$ cat src/rtl/io_inport_loader_if.sv
`default_nettype none
// ============================================================================
// Module      : io_inport_loader_if
// Description : Board-side bundle between raw switches/buttons and the
//               conditioned INPORT0/INPORT1/run outputs of io_inport_loader.
//               The master modport drives the raw inputs. The slave modport
//               is the loader itself.
// Revision    : 1.0 - initial release
// ============================================================================
interface io_inport_loader_if #(
  parameter int WIDTH = 32
);
  logic [1:0]       buttons;     // raw, active-low: [1] load, [0] run
  logic [9:0]       switches;    // raw: [9] port select, [8:0] data
  logic [WIDTH-1:0] inport0;
  logic [WIDTH-1:0] inport1;
  logic             inport0_wr;
  logic             inport1_wr;
  logic             run_pulse;

  modport master (
    output buttons, switches,
    input  inport0, inport1, inport0_wr, inport1_wr, run_pulse
  );

  modport slave (
    input  buttons, switches,
    output inport0, inport1, inport0_wr, inport1_wr, run_pulse
  );
endinterface
`default_nettype wire

$ cat src/rtl/io_inport_loader.sv
`default_nettype none
// ============================================================================
// Module      : io_inport_loader
// Description : Synchronizes raw switches and active-low buttons, debounces
//               each button with a RELEASED/PRESSED FSM, and turns accepted
//               presses into INPORT loads (buttons[1]) and run pulses
//               (buttons[0]).
// Revision    : 1.0 - initial release
// ============================================================================
module io_inport_loader #(
  parameter int WIDTH           = 32,
  parameter int SYNC_STAGES     = 2,
  parameter int DEBOUNCE_CYCLES = 4
) (
  input  logic               clk,
  input  logic               rst,
  io_inport_loader_if.slave  bus
);

  // Counter only has to hold DEBOUNCE_CYCLES-1: the cycle that would reach
  // DEBOUNCE_CYCLES is the accept cycle and clears it instead.
  localparam int c_cnt_w = (DEBOUNCE_CYCLES > 2) ? $clog2(DEBOUNCE_CYCLES) : 1;
  localparam logic [c_cnt_w-1:0] c_cnt_last = c_cnt_w'(DEBOUNCE_CYCLES - 1);

  localparam logic [0:0] c_st_released = 1'b0;
  localparam logic [0:0] c_st_pressed  = 1'b1;

  logic [9:0]       r_sw_sync [SYNC_STAGES];
  logic [9:0]       w_sw;
  logic [1:0]       w_press;
  logic [WIDTH-1:0] r_inport0;
  logic [WIDTH-1:0] r_inport1;
  logic             r_inport0_wr;
  logic             r_inport1_wr;
  logic             r_run_pulse;

  // Switch synchronizer chain; switches are level inputs and are not debounced.
  always_ff @(posedge clk) begin
    if (rst) begin
      for (int i = 0; i < SYNC_STAGES; i++) r_sw_sync[i] <= '0;
    end else begin
      r_sw_sync[0] <= bus.switches;
      for (int i = 1; i < SYNC_STAGES; i++) r_sw_sync[i] <= r_sw_sync[i-1];
    end
  end

  assign w_sw = r_sw_sync[SYNC_STAGES-1];

  genvar b;
  generate
    for (b = 0; b < 2; b++) begin : g_btn
      logic [SYNC_STAGES-1:0] r_sync;
      logic [c_cnt_w-1:0]     r_cnt;
      logic [0:0]             r_state;
      logic                   w_level;
      logic                   w_accepted_level;
      logic                   w_differs;
      logic                   w_accept;

      // Button synchronizer; resets to released (1) so a button held through
      // reset release is treated as a fresh press.
      always_ff @(posedge clk) begin
        if (rst) r_sync <= '1;
        else     r_sync <= {r_sync[SYNC_STAGES-2:0], bus.buttons[b]};
      end

      assign w_level          = r_sync[SYNC_STAGES-1];
      assign w_accepted_level = (r_state == c_st_released);
      assign w_differs        = (w_level != w_accepted_level);
      // The cycle whose edge brings the count to DEBOUNCE_CYCLES accepts.
      assign w_accept         = w_differs && (r_cnt == c_cnt_last);

      // Debounce counter and RELEASED/PRESSED state update.
      always_ff @(posedge clk) begin
        if (rst) begin
          r_cnt   <= '0;
          r_state <= c_st_released;
        end else if (!w_differs) begin
          r_cnt <= '0;
        end else if (w_accept) begin
          r_cnt   <= '0;
          r_state <= w_level ? c_st_released : c_st_pressed;
        end else begin
          r_cnt <= r_cnt + 1'b1;
        end
      end

      // Press event: accepted low level while RELEASED; releases give none.
      assign w_press[b] = w_accept && (r_state == c_st_released);
    end
  endgenerate

  // Load selected inport on a load press, and emit the run pulse.
  always_ff @(posedge clk) begin
    if (rst) begin
      r_inport0    <= '0;
      r_inport1    <= '0;
      r_inport0_wr <= 1'b0;
      r_inport1_wr <= 1'b0;
      r_run_pulse  <= 1'b0;
    end else begin
      r_inport0_wr <= 1'b0;
      r_inport1_wr <= 1'b0;
      r_run_pulse  <= w_press[0];
      if (w_press[1]) begin
        if (w_sw[9]) begin
          r_inport1    <= {{(WIDTH-9){1'b0}}, w_sw[8:0]};
          r_inport1_wr <= 1'b1;
        end else begin
          r_inport0    <= {{(WIDTH-9){1'b0}}, w_sw[8:0]};
          r_inport0_wr <= 1'b1;
        end
      end
    end
  end

  assign bus.inport0    = r_inport0;
  assign bus.inport1    = r_inport1;
  assign bus.inport0_wr = r_inport0_wr;
  assign bus.inport1_wr = r_inport1_wr;
  assign bus.run_pulse  = r_run_pulse;

endmodule
`default_nettype wire

$ cat src/flat_wrapper.sv
// flat-port wrapper written by rule: the top's interface ports become plain ports
module io_inport_loader_flat 
#(
  parameter int WIDTH           = 32,
  parameter int SYNC_STAGES     = 2,
  parameter int DEBOUNCE_CYCLES = 4
)
  (clk, rst, bus_buttons, bus_switches, bus_inport0, bus_inport1, bus_inport0_wr, bus_inport1_wr, bus_run_pulse);
  io_inport_loader_if #(.WIDTH(WIDTH)) bus_i ();
  input  logic clk;
  input  logic rst;
  input wire logic [$bits(bus_i.buttons)-1:0] bus_buttons;
  input wire logic [$bits(bus_i.switches)-1:0] bus_switches;
  output wire logic [$bits(bus_i.inport0)-1:0] bus_inport0;
  output wire logic [$bits(bus_i.inport1)-1:0] bus_inport1;
  output wire logic [$bits(bus_i.inport0_wr)-1:0] bus_inport0_wr;
  output wire logic [$bits(bus_i.inport1_wr)-1:0] bus_inport1_wr;
  output wire logic [$bits(bus_i.run_pulse)-1:0] bus_run_pulse;
  assign bus_i.buttons = bus_buttons;
  assign bus_i.switches = bus_switches;
  assign bus_inport0 = bus_i.inport0;
  assign bus_inport1 = bus_i.inport1;
  assign bus_inport0_wr = bus_i.inport0_wr;
  assign bus_inport1_wr = bus_i.inport1_wr;
  assign bus_run_pulse = bus_i.run_pulse;
  io_inport_loader #(.WIDTH(WIDTH), .SYNC_STAGES(SYNC_STAGES), .DEBOUNCE_CYCLES(DEBOUNCE_CYCLES)) u_core (.clk(clk), .rst(rst), .bus(bus_i));
endmodule
$ cat config.mk
export PLATFORM = sky130hd
export DESIGN_NAME = io_inport_loader_flat
export DESIGN_NICKNAME = d
export VERILOG_FILES = /design/src/rtl/io_inport_loader_if.sv /design/src/rtl/io_inport_loader.sv /design/src/flat_wrapper.sv
export SDC_FILE = /design/constraint.sdc
export NUM_CORES = 1
export LEC_CHECK = 0
export CORE_ASPECT_RATIO = 1.4
export CORE_MARGIN = 2
export CORE_UTILIZATION = 46
export CTS_CLUSTER_SIZE = 16
export DETAILED_ROUTE_END_ITERATION = 16
export PLACE_DENSITY = 0.95
export REMOVE_ABC_BUFFERS = 1
export SYNTH_ARGS = -nofsm -noshare
export SYNTH_HDL_FRONTEND = slang
export SYNTH_SLANG_ARGS = --single-unit
$ cat constraint.sdc
create_clock -name clk -period 4.07 [get_ports clk]
set_input_delay 0.814 -clock clk [delete_from_list [all_inputs] [get_ports clk]]
set_output_delay 0.814 -clock clk [all_outputs]
set_load 0.02 [all_outputs]
==> results by group <==
Outcome
  • Run status: complete, no violations

Synth
  • Leading area contributor after synthesis: dfxtp_1
  • Post-Syn Area per Cell: 10.7 um^2
  • Gate Count Post-Synth: 194
  • Synth cell count leaders: 51 x dfxtp_1, 46 x buf_4, 27 x nand2b_1
  • Main synth FF type: dfxtp_1
  • Synthesized cell area: 2070 um^2
  • Ys async rst share: 0%
  • Total number of yosys warnings: 0
  • Post-synth EDFFs: 0
  • Most frequent cell after synthesis: dfxtp_1
  • Top-area cell type share of the netlist area: 49.4%
  • Synth cell types: 20
  • Post-synthesis register bit count: 51
  • Ranking of synthesized cells by area: dfxtp_1 49%, buf_4 17%, mux2i_1 8.7%
  • Register area share after synthesis: 49.4%

Pwr
  • Pleak: 0.977 nW
  • Pwr per Cell Area: 386 nW/um^2
  • VDD IR max: 0.247 mV
  • Clock network power share: 36.1%
  • Logic gate share of total power: 7.7%
  • Sw Share: 22.3%
  • Psw: 0.204 mW
  • Seq pwr share: 56.1%
  • Internal power: 0.711 mW

Worst setup path
  • Crit path largest cell delay: 610 ps
  • Setup crit start: u_core.bus.inport0[4]$_SDFFE_PP0P_
  • Worst r2r path cells: 3
  • Critical R2R Capture: u_core.bus.inport0[4]$_SDFFE_PP0P_
  • Critical path class: flip-flop to primary output
  • Delay-heaviest family, CP: buffers and inverters
  • Critical-path top delay cell: clkdlybuf4s50_1
  • Worst path bufs/invs: 1
  • RR Startpoint: u_core.g_btn[1].r_cnt[0]$_SDFF_PP0_
  • CP Launch Type: flip-flop
  • CP Cell Sequence: clkdlybuf4s50_1
  • Critical path endpoint category: primary output
  • CP Data Arrival Time: 1260 ps
  • Worst EP required: 3260 ps
  • R2R setup slack: 2390 ps
  • Max Fanout on Critical Path: 2

Timing
  • Setup Total Neg Slack: 0 ps
  • Final setup fails: 0
  • Min cycle time layout: 2070 ps
  • Final Max Tran Viols: 0
  • Fmax: 483 MHz
  • Period utilization: 50.9%
  • Min Hold Slack: 412 ps
  • RSZ-0062 raised after global routing: false
  • Slew HR: 45.4%
  • Clk_skew: 6.28 ps
  • Worst-margin pin slew: 819 ps
  • Hold Vio Cnt, Final: 0

Worst hold path
  • Hold endpoint: u_core.g_btn[1].r_sync[1]$_SDFF_PP1_
  • HP Start: u_core.g_btn[1].r_sync[0]$_SDFF_PP1_
  • Hold Path Stages: 1
  • Min-Delay Path Class: flip-flop to flip-flop

Final layout
  • # diodes: 0
  • Layout area overhead: 14.6%
  • Non-filler cells, final: 286
  • Share of cells above drive strength 1: 6.19%
  • Nets: 242
  • Fin util: 55.4%

Floorplanning
  • Num ports: 81
  • Initial Utilization: 48.4%
  • Rows: 28
  • Die footprint: 5060 um^2
  • Die Y: 83.3 um
  • Die Width: 60.7 um
  • Core area: 4270 um^2

Clocking
  • CTS resizes: 0
  • Clock root buffer: clkbuf_8
  • Clock transition at path regs: 90 ps
  • Cts hold-fix bufs: 0
  • H-tree Lvls: 2
  • Num Clock Sinks: 51
  • Clk Latency, worst-skew pair: 290 ps
  • Setup Fix Bufs, Post-CTS: 0
  • CTS Buf Count: 5
  • CTS tree: done
  • CTS Buffer Depth: 2

GRT
  • Vias in the first global route: 936
  • Overall global routing resource usage: 11.2%
  • Gr ovfl total: 0
  • First-pass GRT wire length: 4.18 mm
  • Initial antenna violation count: 0
  • Largest net degree at the start of global routing: 61

Placed design
  • Hpwl dp: 1.80 mm
  • Placed cells: 279
  • Port bufs: 34
  • Placer Congestion: 0.663

Detailed routing
  • DRT antenna net count: 0
  • DRT Pass-1 Iters: 3
  • DRC viols: 0
  • Drt total wl: 2.66 mm
  • Drt via density: 4.10
  • Vias: 1,173
  • WL/cell: 9.29 um
  • Initial DRC count: 28

Run
  • Maxcap violations: 0
[cell type report]
cell class                      count  area, um^2
Multi-Input combinational cell    134         832
Clock buffer                        5        68.8
Tap cell                           60        75.1
Timing Repair Buffer               34         335
Sequential cell                    51        1020
Clock inverter                      2        37.5
Fill cell                         365        1900
[cells by family after synthesis]
family	count (synthesis)	share of synthesized area, %
AND/OR/NAND/NOR	64	20.4
buffers and inverters	54	18.6
flip-flops	51	49.4
multiplexers	18	8.71
adder cells (fa/ha/maj)	2	1.21
AO/OA/AOI/OAI	2	0.726
XOR/XNOR	2	0.847
other	1	0.181
[cells in the final DEF, fill, tap and decap left out, types with 2 or more instances in the layout]
cell | netlist | layout
xor2_1 | 2 | 2
ha_1 | 2 | 2
a211oi_1 | 2 | 2
conb_1 | 1 | 46
nor4b_1 | 3 | 3
clkbuf_8 | 0 | 5
or2_2 | 4 | 4
mux2i_1 | 18 | 18
nor4_1 | 2 | 2
clkdlybuf4s50_1 | 0 | 33
dfxtp_1 | 51 | 51
nor2b_1 | 20 | 20
nand2b_1 | 27 | 27
nor2_1 | 4 | 4
[through the flow]
stage	instance area, um^2	power, mW	setup slack, ps
global placement	2260	0.595	2200
global route	2370	0.957	1930
detailed placement	2260	0.596	2160
floorplan	1850	0.575	2580
finish	2370	0.916	2000
CTS	2370	0.929	1970
[power by group through the flow]
stage               combinational [mW]  clock (mW)  sequential, mW
finish                          0.0709       0.331           0.514
global route                    0.0757       0.366           0.515
CTS                             0.0706       0.345           0.514
detailed placement              0.0705           0           0.526
global placement                0.0697           0           0.525
floorplan                       0.0508           0           0.525
[layer usage]
layer  up-vias  global-route usage, %  wire length, um
met1       510                   13.1             1090
met5         -                      0                0
met3         6                   5.76              301
li1        589                      -                -
met2        68                   16.6             1200
met4         0                   5.34               62
[sequential cells by signal (all words and copies together), names as in the netlist]
signal,flops
u_core.bus.inport1,9
u_core.r_sw_sync,20
u_core.bus.inport0,9
u_core.bus.run_pulse,1
u_core.bus.inport0_wr,1
u_core.g_btn.r_state,2
u_core.g_btn.r_cnt,4
u_core.bus.inport1_wr,1
u_core.g_btn.r_sync,4
[worst max path at each step]
stage,endpoint,slack (ps),cells after the start
floorplan,u_core.bus.inport0[0]$_SDFFE_PP0P_,2580,3
global placement,u_core.bus.inport1[3]$_SDFFE_PP0P_,2200,3
detailed placement,u_core.bus.inport0[2]$_SDFFE_PP0P_,2160,3
CTS,bus_inport0[3],1970,1
global route,bus_inport0[4],1930,1
finish,bus_inport0[4],2000,1
No activity file was read; power rests on OpenSTA's default activity.
